## src/rtl/systolic_feeder_4x4_pkg.sv

```systemverilog
// systolic_pkg: shared sizes, feeder FSM states and the lane-skew slice helper
package systolic_pkg;
  localparam int N = 4;
  localparam int FEED_CYCLES = 2 * N - 1;
  typedef enum logic [2:0] {S_IDLE, S_CLEAR, S_FEED, S_DRAIN, S_DONE} feed_state_t;
  function automatic logic [2:0] lane_slice(input logic [2:0] t, input logic [1:0] lane);
    logic [2:0] d;
    d = t - {1'b0, lane};
    return {t >= {1'b0, lane} && d <= 3'd3, d[1:0]};
  endfunction
endpackage

```

## src/rtl/systolic_feeder_4x4_if.sv

```systemverilog
// systolic_feeder_4x4_if: load port, run control and array feed lanes of the feeder
interface systolic_feeder_4x4_if import systolic_pkg::*; #(parameter int DW = 32) ();
  logic wr_en;
  logic wr_sel;
  logic [1:0] wr_row;
  logic [N*DW-1:0] wr_data;
  logic wr_ready;
  logic start;
  logic busy;
  logic done;
  logic arr_rst_n;
  logic [N*DW-1:0] a_feed;
  logic [N*DW-1:0] b_feed;
  modport slave (
    input wr_en, wr_sel, wr_row, wr_data, start,
    output wr_ready, busy, done, arr_rst_n, a_feed, b_feed
  );
  modport master (
    output wr_en, wr_sel, wr_row, wr_data, start,
    input wr_ready, busy, done, arr_rst_n, a_feed, b_feed
  );
endinterface

```

## src/rtl/systolic_feeder_4x4_skew_mux.sv

```systemverilog
// systolic_skew_mux: selects the skewed, zero-padded element one lane carries at slice t
module systolic_skew_mux import systolic_pkg::*; #(
  parameter int DW = 32
) (
  input  logic [N*DW-1:0] vec_i,
  input  logic [2:0]      t_i,
  input  logic [1:0]      lane_i,
  output logic [DW-1:0]   elem_o
);
  logic [2:0] sel;
  assign sel = lane_slice(t_i, lane_i);
  assign elem_o = sel[2] ? vec_i[sel[1:0]*DW +: DW] : '0;
endmodule

```

## src/rtl/systolic_feeder_4x4.sv

```systemverilog
// systolic_feeder_4x4: buffers X/Y and streams them skewed into the 4x4 systolic array
module systolic_feeder_4x4 import systolic_pkg::*; #(
  parameter int DW = 32,
  parameter int DRAIN_CYCLES = 4
) (
  input logic clk,
  input logic rst,
  systolic_feeder_4x4_if.slave bus
);
  localparam int DCW = $clog2(DRAIN_CYCLES + 1) > 0 ? $clog2(DRAIN_CYCLES + 1) : 1;
  feed_state_t state_q;
  logic [2:0] cnt_q;
  logic [2:0] t_sel;
  logic [DCW-1:0] drain_q;
  logic [N*DW-1:0] x_q [N];
  logic [N*DW-1:0] y_q [N];
  logic [N*DW-1:0] y_col [N];
  logic [N*DW-1:0] a_mux;
  logic [N*DW-1:0] b_mux;
  logic [N*DW-1:0] a_q;
  logic [N*DW-1:0] b_q;
  logic busy_q;
  logic done_q;
  logic arr_rst_n_q;
  assign t_sel = state_q == S_FEED ? cnt_q + 3'd1 : 3'd0;
  for (genvar l = 0; l < N; l++) begin : g_lane
    for (genvar k = 0; k < N; k++) begin : g_col
      assign y_col[l][k*DW +: DW] = y_q[k][l*DW +: DW];
    end
    systolic_skew_mux #(.DW(DW)) u_a (
      .vec_i(y_col[l]), .t_i(t_sel), .lane_i(2'(l)), .elem_o(a_mux[l*DW +: DW])
    );
    systolic_skew_mux #(.DW(DW)) u_b (
      .vec_i(x_q[l]), .t_i(t_sel), .lane_i(2'(l)), .elem_o(b_mux[l*DW +: DW])
    );
  end
  assign bus.wr_ready = ~busy_q;
  assign bus.busy = busy_q;
  assign bus.done = done_q;
  assign bus.arr_rst_n = arr_rst_n_q;
  assign bus.a_feed = a_q;
  assign bus.b_feed = b_q;
  // run FSM with buffer writes and registered feed/control outputs for the next cycle
  always_ff @(posedge clk or negedge rst) begin
    if (!rst) begin
      state_q <= S_IDLE;
      cnt_q <= '0;
      drain_q <= '0;
      x_q <= '{default: '0};
      y_q <= '{default: '0};
      a_q <= '0;
      b_q <= '0;
      busy_q <= 1'b0;
      done_q <= 1'b0;
      arr_rst_n_q <= 1'b0;
    end else begin
      arr_rst_n_q <= 1'b1;
      done_q <= 1'b0;
      a_q <= '0;
      b_q <= '0;
      case (state_q)
        S_IDLE: begin
          if (bus.wr_en && bus.wr_sel) y_q[bus.wr_row] <= bus.wr_data;
          if (bus.wr_en && !bus.wr_sel) x_q[bus.wr_row] <= bus.wr_data;
          if (bus.start) begin
            state_q <= S_CLEAR;
            busy_q <= 1'b1;
            arr_rst_n_q <= 1'b0;
          end
        end
        S_CLEAR: begin
          state_q <= S_FEED;
          cnt_q <= '0;
          a_q <= a_mux;
          b_q <= b_mux;
        end
        S_FEED: begin
          cnt_q <= cnt_q + 3'd1;
          a_q <= a_mux;
          b_q <= b_mux;
          if (cnt_q == 3'(FEED_CYCLES - 1)) begin
            state_q <= DRAIN_CYCLES == 0 ? S_DONE : S_DRAIN;
            done_q <= DRAIN_CYCLES == 0;
            drain_q <= '0;
          end
        end
        S_DRAIN: begin
          drain_q <= drain_q + DCW'(1);
          if (drain_q == DCW'(DRAIN_CYCLES - 1)) begin
            state_q <= S_DONE;
            done_q <= 1'b1;
          end
        end
        S_DONE: begin
          state_q <= S_IDLE;
          busy_q <= 1'b0;
        end
        default: begin
          state_q <= S_IDLE;
          busy_q <= 1'b0;
        end
      endcase
    end
  end
endmodule

```

## src/flat_wrapper.sv

```systemverilog
// flat-port wrapper written by rule: the top's interface ports become plain ports
module systolic_feeder_4x4_flat import systolic_pkg::*;
#(
  parameter int DW = 32,
  parameter int DRAIN_CYCLES = 4
)
  (clk, rst, bus_wr_en, bus_wr_sel, bus_wr_row, bus_wr_data, bus_start, bus_wr_ready, bus_busy, bus_done, bus_arr_rst_n, bus_a_feed, bus_b_feed);
  systolic_feeder_4x4_if #(.DW(DW)) bus_i ();
  input logic clk;
  input logic rst;
  input wire logic [$bits(bus_i.wr_en)-1:0] bus_wr_en;
  input wire logic [$bits(bus_i.wr_sel)-1:0] bus_wr_sel;
  input wire logic [$bits(bus_i.wr_row)-1:0] bus_wr_row;
  input wire logic [$bits(bus_i.wr_data)-1:0] bus_wr_data;
  input wire logic [$bits(bus_i.start)-1:0] bus_start;
  output wire logic [$bits(bus_i.wr_ready)-1:0] bus_wr_ready;
  output wire logic [$bits(bus_i.busy)-1:0] bus_busy;
  output wire logic [$bits(bus_i.done)-1:0] bus_done;
  output wire logic [$bits(bus_i.arr_rst_n)-1:0] bus_arr_rst_n;
  output wire logic [$bits(bus_i.a_feed)-1:0] bus_a_feed;
  output wire logic [$bits(bus_i.b_feed)-1:0] bus_b_feed;
  assign bus_i.wr_en = bus_wr_en;
  assign bus_i.wr_sel = bus_wr_sel;
  assign bus_i.wr_row = bus_wr_row;
  assign bus_i.wr_data = bus_wr_data;
  assign bus_i.start = bus_start;
  assign bus_wr_ready = bus_i.wr_ready;
  assign bus_busy = bus_i.busy;
  assign bus_done = bus_i.done;
  assign bus_arr_rst_n = bus_i.arr_rst_n;
  assign bus_a_feed = bus_i.a_feed;
  assign bus_b_feed = bus_i.b_feed;
  systolic_feeder_4x4 #(.DW(DW), .DRAIN_CYCLES(DRAIN_CYCLES)) u_core (.clk(clk), .rst(rst), .bus(bus_i));
endmodule
```

## config.mk

```make
export PLATFORM = sky130hd
export DESIGN_NAME = systolic_feeder_4x4_flat
export DESIGN_NICKNAME = d
export VERILOG_FILES = /design/src/rtl/systolic_feeder_4x4_pkg.sv /design/src/rtl/systolic_feeder_4x4_if.sv /design/src/rtl/systolic_feeder_4x4_skew_mux.sv /design/src/rtl/systolic_feeder_4x4.sv /design/src/flat_wrapper.sv
export SDC_FILE = /design/constraint.sdc
export NUM_CORES = 2
export LEC_CHECK = 0
export ABC_AREA = 1
export CORE_ASPECT_RATIO = 1.2
export CORE_MARGIN = 2
export CORE_UTILIZATION = 39
export CTS_BUF_LIST = sky130_fd_sc_hd__clkbuf_2 sky130_fd_sc_hd__clkbuf_4 sky130_fd_sc_hd__clkbuf_8
export CTS_CLUSTER_DIAMETER = 80
export DETAILED_ROUTE_END_ITERATION = 8
export RECOVER_POWER = 50
export SLEW_MARGIN = 25
export SYNTH_ARGS = -nofsm -noshare
export SYNTH_HDL_FRONTEND = slang
export SYNTH_SLANG_ARGS = --single-unit
```

## constraint.sdc

```tcl
create_clock -name clk -period 4.79 [get_ports clk]
set_input_delay 1.437 -clock clk [delete_from_list [all_inputs] [get_ports clk]]
set_output_delay 1.437 -clock clk [all_outputs]
set_load 0.05 [all_outputs]
```

* After elaboration in Yosys (flattened, before gate mapping)
Index checks and enable logic that the tools add are counted. W data, S select, Z words.
Storage, ports and cells: register bits 1292, logic and storage cells 96, input bits 135, output and inout port bits 260
Cells by class: bitwise operators 3, shift operators 8, equal/unequal tests 8, reductions and logical operators 18, add/sub/neg operators 5, muxes and demuxes 28, magnitude comparators 10
Operators by type and width (number):
- $bwmux W512 | 2
- $shiftx A128 B8 Y32 | 8
- $mux W128 | 3
- $demux W128 S2 | 1
- $mux W32 | 8
- $mux W3 | 5
- $le A3 B2 Y1 const B | 4
- $pmux W3 S2 | 2
- $pmux W3 S4 | 1
- $eq A3 B2 Y1 const B | 3
- $reduce_and A2 Y1 | 4
- $logic_and A1 B1 Y1 | 7
- $add A3 B1 Y3 const B | 2
- $ge A3 B1 Y1 const B | 2
- $ge A3 B2 Y1 const B | 2
- $sub A3 B2 Y3 const B | 2
- $mux W1 | 5
- $ne A2 B2 Y1 const B | 2
- $reduce_bool A2 Y1 | 2
- $eq A3 B1 Y1 const B | 1
- $eq A3 B3 Y1 const B | 1
- $ge A3 B3 Y1 const B | 1
- $logic_not A3 Y1 | 1
- $lt A3 B1 Y1 const B | 1
- other kinds (9) | 10

* Longest topological paths before layout
depth after elaboration 7, depth in mapped cells 17, mapped depth without buffers 12

* Cells and area by module
From an unflattened synthesis, not the netlist that was laid out.
Second synthesis, totals: cell total of the unflattened synthesis 9077, area total of the unflattened synthesis 66231.0 um^2
By module, submodules not included:
- systolic_feeder_4x4 | instances 1, cells an instance 5445, area an instance 50766.2 um^2
- systolic_skew_mux at u_core.g_lane[2].u_a ... | instances 4, cells an instance 454, area an instance 1934.4 um^2
- systolic_skew_mux at u_core.g_lane[0].u_a ... | instances 4, cells an instance 454, area an instance 1931.9 um^2

* Worst setup path after synthesis
No wires, ideal clock.
path kind reg2reg, from reg u_core.cnt_q[0], to reg u_core.a_q[36], in the netlist u_core.bus.a_feed[36], slack 1.502 ns, path buffers 7, arrival time 3.216 ns, library setup time 0.071 ns, clock period less this slack 3.288 ns, cell stages (with the launch flop) 17, cells stage by stage dfrtp_1 -> inv_1 -> buf_2 -> buf_2 -> buf_2 -> ha_1 -> inv_2 -> clkbuf_1 -> clkbuf_1 -> nand2_1 -> ha_1 -> clkbuf_1 -> buf_1 -> nand3_1 -> nand2_1 -> inv_1 -> nor2_1
Between the ends: cells in the longest elaborated chain, start to end 7, elaborated cells on any way between the ends 9
Ends and longest elaborated chain:
- from (decl) | RTL line systolic_feeder_4x4.sv:12 | logic [2:0] cnt_q;
- from (signal assigned) | RTL line systolic_feeder_4x4.sv:78 | cnt_q <= cnt_q + 3'd1;
- $add A3 B1 Y3 * | RTL line systolic_feeder_4x4.sv:25 | assign t_sel = state_q == S_FEED ? cnt_q + 3'd1 : 3'd0;
- $mux W3 * | RTL line systolic_feeder_4x4.sv:25
- branches (longest 3 deep; another with $sub A3 B1 Y3)
- $mux W32 * | RTL line systolic_feeder_4x4_skew_mux.sv:12 | assign elem_o = sel[2] ? vec_i[sel[1:0]*DW +: DW] : '0;
- $mux W128 * | RTL line systolic_feeder_4x4.sv:61 | case (state_q)
- to (signal assigned) | RTL line systolic_feeder_4x4.sv:74 | a_q <= a_mux;
- to (signal assigned) | RTL line systolic_feeder_4x4.sv:79 | a_q <= a_mux;
- to (decl) | RTL line systolic_feeder_4x4.sv:20 | logic [N*DW-1:0] a_q;
Every way passes the cells marked *. A chain may end at the register's enable or synchronous reset.

* Final worst setup path
from reg u_core.cnt_q[0], to reg u_core.b_q[76], in the netlist u_core.bus.b_feed[76]
Between the ends: cells in the longest elaborated chain, start to end 7, elaborated cells on any way between the ends 9
Ends and longest elaborated chain:
- $add A3 B1 Y3 * | RTL line systolic_feeder_4x4.sv:25
- $mux W3 * | RTL line systolic_feeder_4x4.sv:25
- branches (longest 3 deep; another with $sub A3 B2 Y3)
- $mux W32 * | RTL line systolic_feeder_4x4_skew_mux.sv:12
- $mux W128 * | RTL line systolic_feeder_4x4.sv:61
- to (signal assigned) | RTL line systolic_feeder_4x4.sv:75 | b_q <= b_mux;
- to (signal assigned) | RTL line systolic_feeder_4x4.sv:80 | b_q <= b_mux;
- to (decl) | RTL line systolic_feeder_4x4.sv:21 | logic [N*DW-1:0] b_q;
Marks and branches as above.

==> results by group <==
STA
  – Worst Clk Skew: 45.0 ps
  – Hold Fails Final Rpt: 0
  – Period utilization: 81.7%
  – Clock period minus worst slack: 3920 ps
  – Slew headroom: -83.2%
  – Setup Viol. Count Final: 0
  – Fin Setup TNS: 0 ps
  – Maximum clock frequency: 255 MHz
  – Max-slew violation count: 986
  – RSZ-0062 raised after global routing: false
  – Min setup slack post-route: 874 ps
  – Least-Margin Pin Slew: 2750 ps

Floorplan
  – Core ar.: 0.139 mm^2
  – Die H: 414 um
  – Row cnt: 150
  – Width of the die: 346 um
  – Die Area: 0.143 mm^2
  – Initial Util: 39.3%
  – Ports: 395

Synth
  – Cells after Synth: 6372
  – Synth Warn #: 0
  – Mean Syn Cell Area: 8.59 um^2
  – Post-synthesis sequential area ratio: 59.1%
  – Post-synth cell types: 25
  – Netlist Area Pre-Place: 0.0547 mm^2
  – #FFs+latches synth: 1292
  – Synthesized Nets: 6516

Placement
  – Final GP Congestion: 0.861
  – Port Buf Inserts: 394
  – Dpl cell area: 0.0600 mm^2
  – Pre-CTS setup slack: 924 ps
  – DP Wirelength: 121 mm

Detailed routing
  – WL/cell: 22.5 um
  – DRC: 0
  – DRT Wirelength: 193 mm
  – Drt initial violations: 5199
  – Drt first pass iters: 8
  – Via count: 45700
  – Post-route ant nets: 0
  – Via density: 5.33

Finish
  – Design area: 0.0643 mm^2
  – Multi-input gate area: 0.0188 mm^2
  – Commonest cells after routing, fill and taps aside: 1960 x nand2_1, 1291 x dfrtp_1, 992 x o21ai_0, 459 x nor2_1, 403 x inv_1
  – Fillers: 13700
  – Area Overhead vs Synth: 17.5%
  – # nets final: 6719
  – Commonest non-fill, non-tap cell in the layout: nand2_1
  – Share of cells above drive strength 1: 6.95%
  – FF/Latch Area: 0.0323 mm^2

Worst setup path
  – CP max FO: 72
  – CP arrival: 4750 ps
  – Kind of critical path: flip-flop to flip-flop
  – Worst r2r src: u_core.cnt_q[0]$_DFFE_PN0N_
  – Startpoint types: flip-flop
  – Worst setup path startpoint: u_core.cnt_q[0]$_DFFE_PN0N_
  – Flop-to-flop setup slack: 870 ps
  – Element type at the critical path end: flip-flop
  – Critical Path RT: 5630 ps

Global routing
  – Largest net degree at the start of global routing: 257
  – Total track usage: 26.7%
  – Grt ovf: 0
  – Vias in the first global route: 43200
  – First-pass GRT wire length: 286 mm
  – Initial antenna violation count: 33

Clock tree
  – Num CTS Buffers: 205
  – CTS max path bufs: 3
  – Post-cts resize count: 0
  – Setup bufs post-CTS: 0
  – Clk pin slew, worst setup/hold paths: 60 ps
  – Root Driver: clkbuf_8
  – CTS H-tree lvls: 4
  – Hold-fix buffers, CTS: 0
  – CTS tree: yes
  – Clk_lat worst skew: 950 ps
  – Clk sinks: 1292

Power
  – Power per cell area: 661 mW/mm^2
  – Leak: 0.0319 uW
  – Worst VDD drop: 438 uV

Flow run
  – Max_cap viols: 15

Hold path
  – Worst min path class: flip-flop to flip-flop
  – Worst Hold Launch: u_core.x_q[337]$_DFFE_PN0P_

Run status
  – Failing checks: max-capacitance violations, max-slew violations
  – Status: finished with violations
-- cell usage after synthesis --
cell type | instances | area share, %
nand3_4 | 1 | 0.032
buf_6 | 6 | 0.12
o22ai_1 | 1 | 0.011
nand3_2 | 1 | 0.018
nand2_1 | 1966 | 13
inv_1 | 403 | 2.8
o21ai_1 | 49 | 0.45
nand2_2 | 4 | 0.046
nand3_1 | 263 | 2.4
clkbuf_1 | 222 | 1.5
dfrtp_1 | 1292 | 59
o21ai_0 | 980 | 9.0
nand4_1 | 383 | 4.4
nand2_4 | 1 | 0.021
nor2_1 | 459 | 3.1
buf_1 | 38 | 0.26
nand3b_1 | 64 | 0.88
buf_4 | 14 | 0.19
inv_2 | 6 | 0.041
a21oi_1 | 6 | 0.055
ha_1 | 9 | 0.21
o311ai_0 | 1 | 0.016
clkbuf_2 | 18 | 0.16
buf_2 | 181 | 1.7
nor2_4 | 4 | 0.082
-- power by group --
group	internal [uW]	switching (uW)
clock network	5670	4590
logic	4320	10400
registers	15200	2280
total	25200	17300
-- logic make-up after synthesis --
group	share of synthesized area (%)
AND/OR/NAND/NOR	24.5
flip-flops	59.1
AO/OA/AOI/OAI	9.49
buffers and inverters	6.72
adder cells (fa/ha/maj)	0.206
-- state kept, by name (all words and copies together), names as in the netlist --
| register | count |
|---|---|
| u_core.state_q | 3 |
| u_core.y_col | 512 |
| u_core.bus.done | 1 |
| u_core.drain_q | 3 |
| u_core.x_q | 512 |
| u_core.cnt_q | 3 |
| u_core.bus.b_feed | 128 |
| u_core.bus.busy | 1 |
| u_core.bus.a_feed | 128 |
| u_core.bus.arr_rst_n | 1 |
-- layout make-up --
| class | instances | area share [%] |
|---|---|---|
| antenna | 11 | 0.0428 |
| clock buffer | 343 | 6.55 |
| inverter | 409 | 2.41 |
| clock inverter | 37 | 0.512 |
| timing repair buffer | 475 | 7.33 |
| multi-input combinational | 4192 | 29.3 |
| tap | 1824 | 3.55 |
| sequential | 1292 | 50.3 |
-- final timing paths --
kind	cells after the start	to
setup / recovery	9	u_core.bus.b_feed[76]$_DFF_PN0_
hold / removal	2	u_core.x_q[337]$_DFFE_PN0P_
setup reg to reg	9	u_core.bus.b_feed[76]$_DFF_PN0_
hold reg to reg	2	u_core.x_q[337]$_DFFE_PN0P_
max in group asynchronous	2	u_core.y_col[337]$_DFFE_PN0P_
min in group asynchronous	1	u_core.bus.a_feed[110]$_DFF_PN0_
-- critical path, stage by stage (launching register included) --
cell and delay, ps:
dfrtp_4 510, inv_8 300, ha_1 380, inv_8 390
buf_4 610, buf_4 740, nand4_1 200, nand2_1 290
nor2_1 140, nor2_1 120
-- stage by stage --
step / hold slack (ps) / cells / total power [uW] / utilization, %
finish: 480 / 8583 / 42500 / 46.2
global route: 490 / 8579 / 45300 / 46.2
CTS: 465 / 8572 / 42600 / 46.3
detailed placement: 465 / 8192 / 32300 / 43.1
global placement: 457 / 8192 / 31900 / 43.1
floorplan: 444 / 6372 / 27100 / -
-- metal layers --
metal	global-route usage, %	part of all wire [%]	up-vias
met3	5.27	7.7	364
met1	34.9	40	22400
met4	12.8	4.9	8
met5	0	0.030	-
met2	42.6	47	1905
li1	-	-	21100
(Power assumes the default switching activity.)
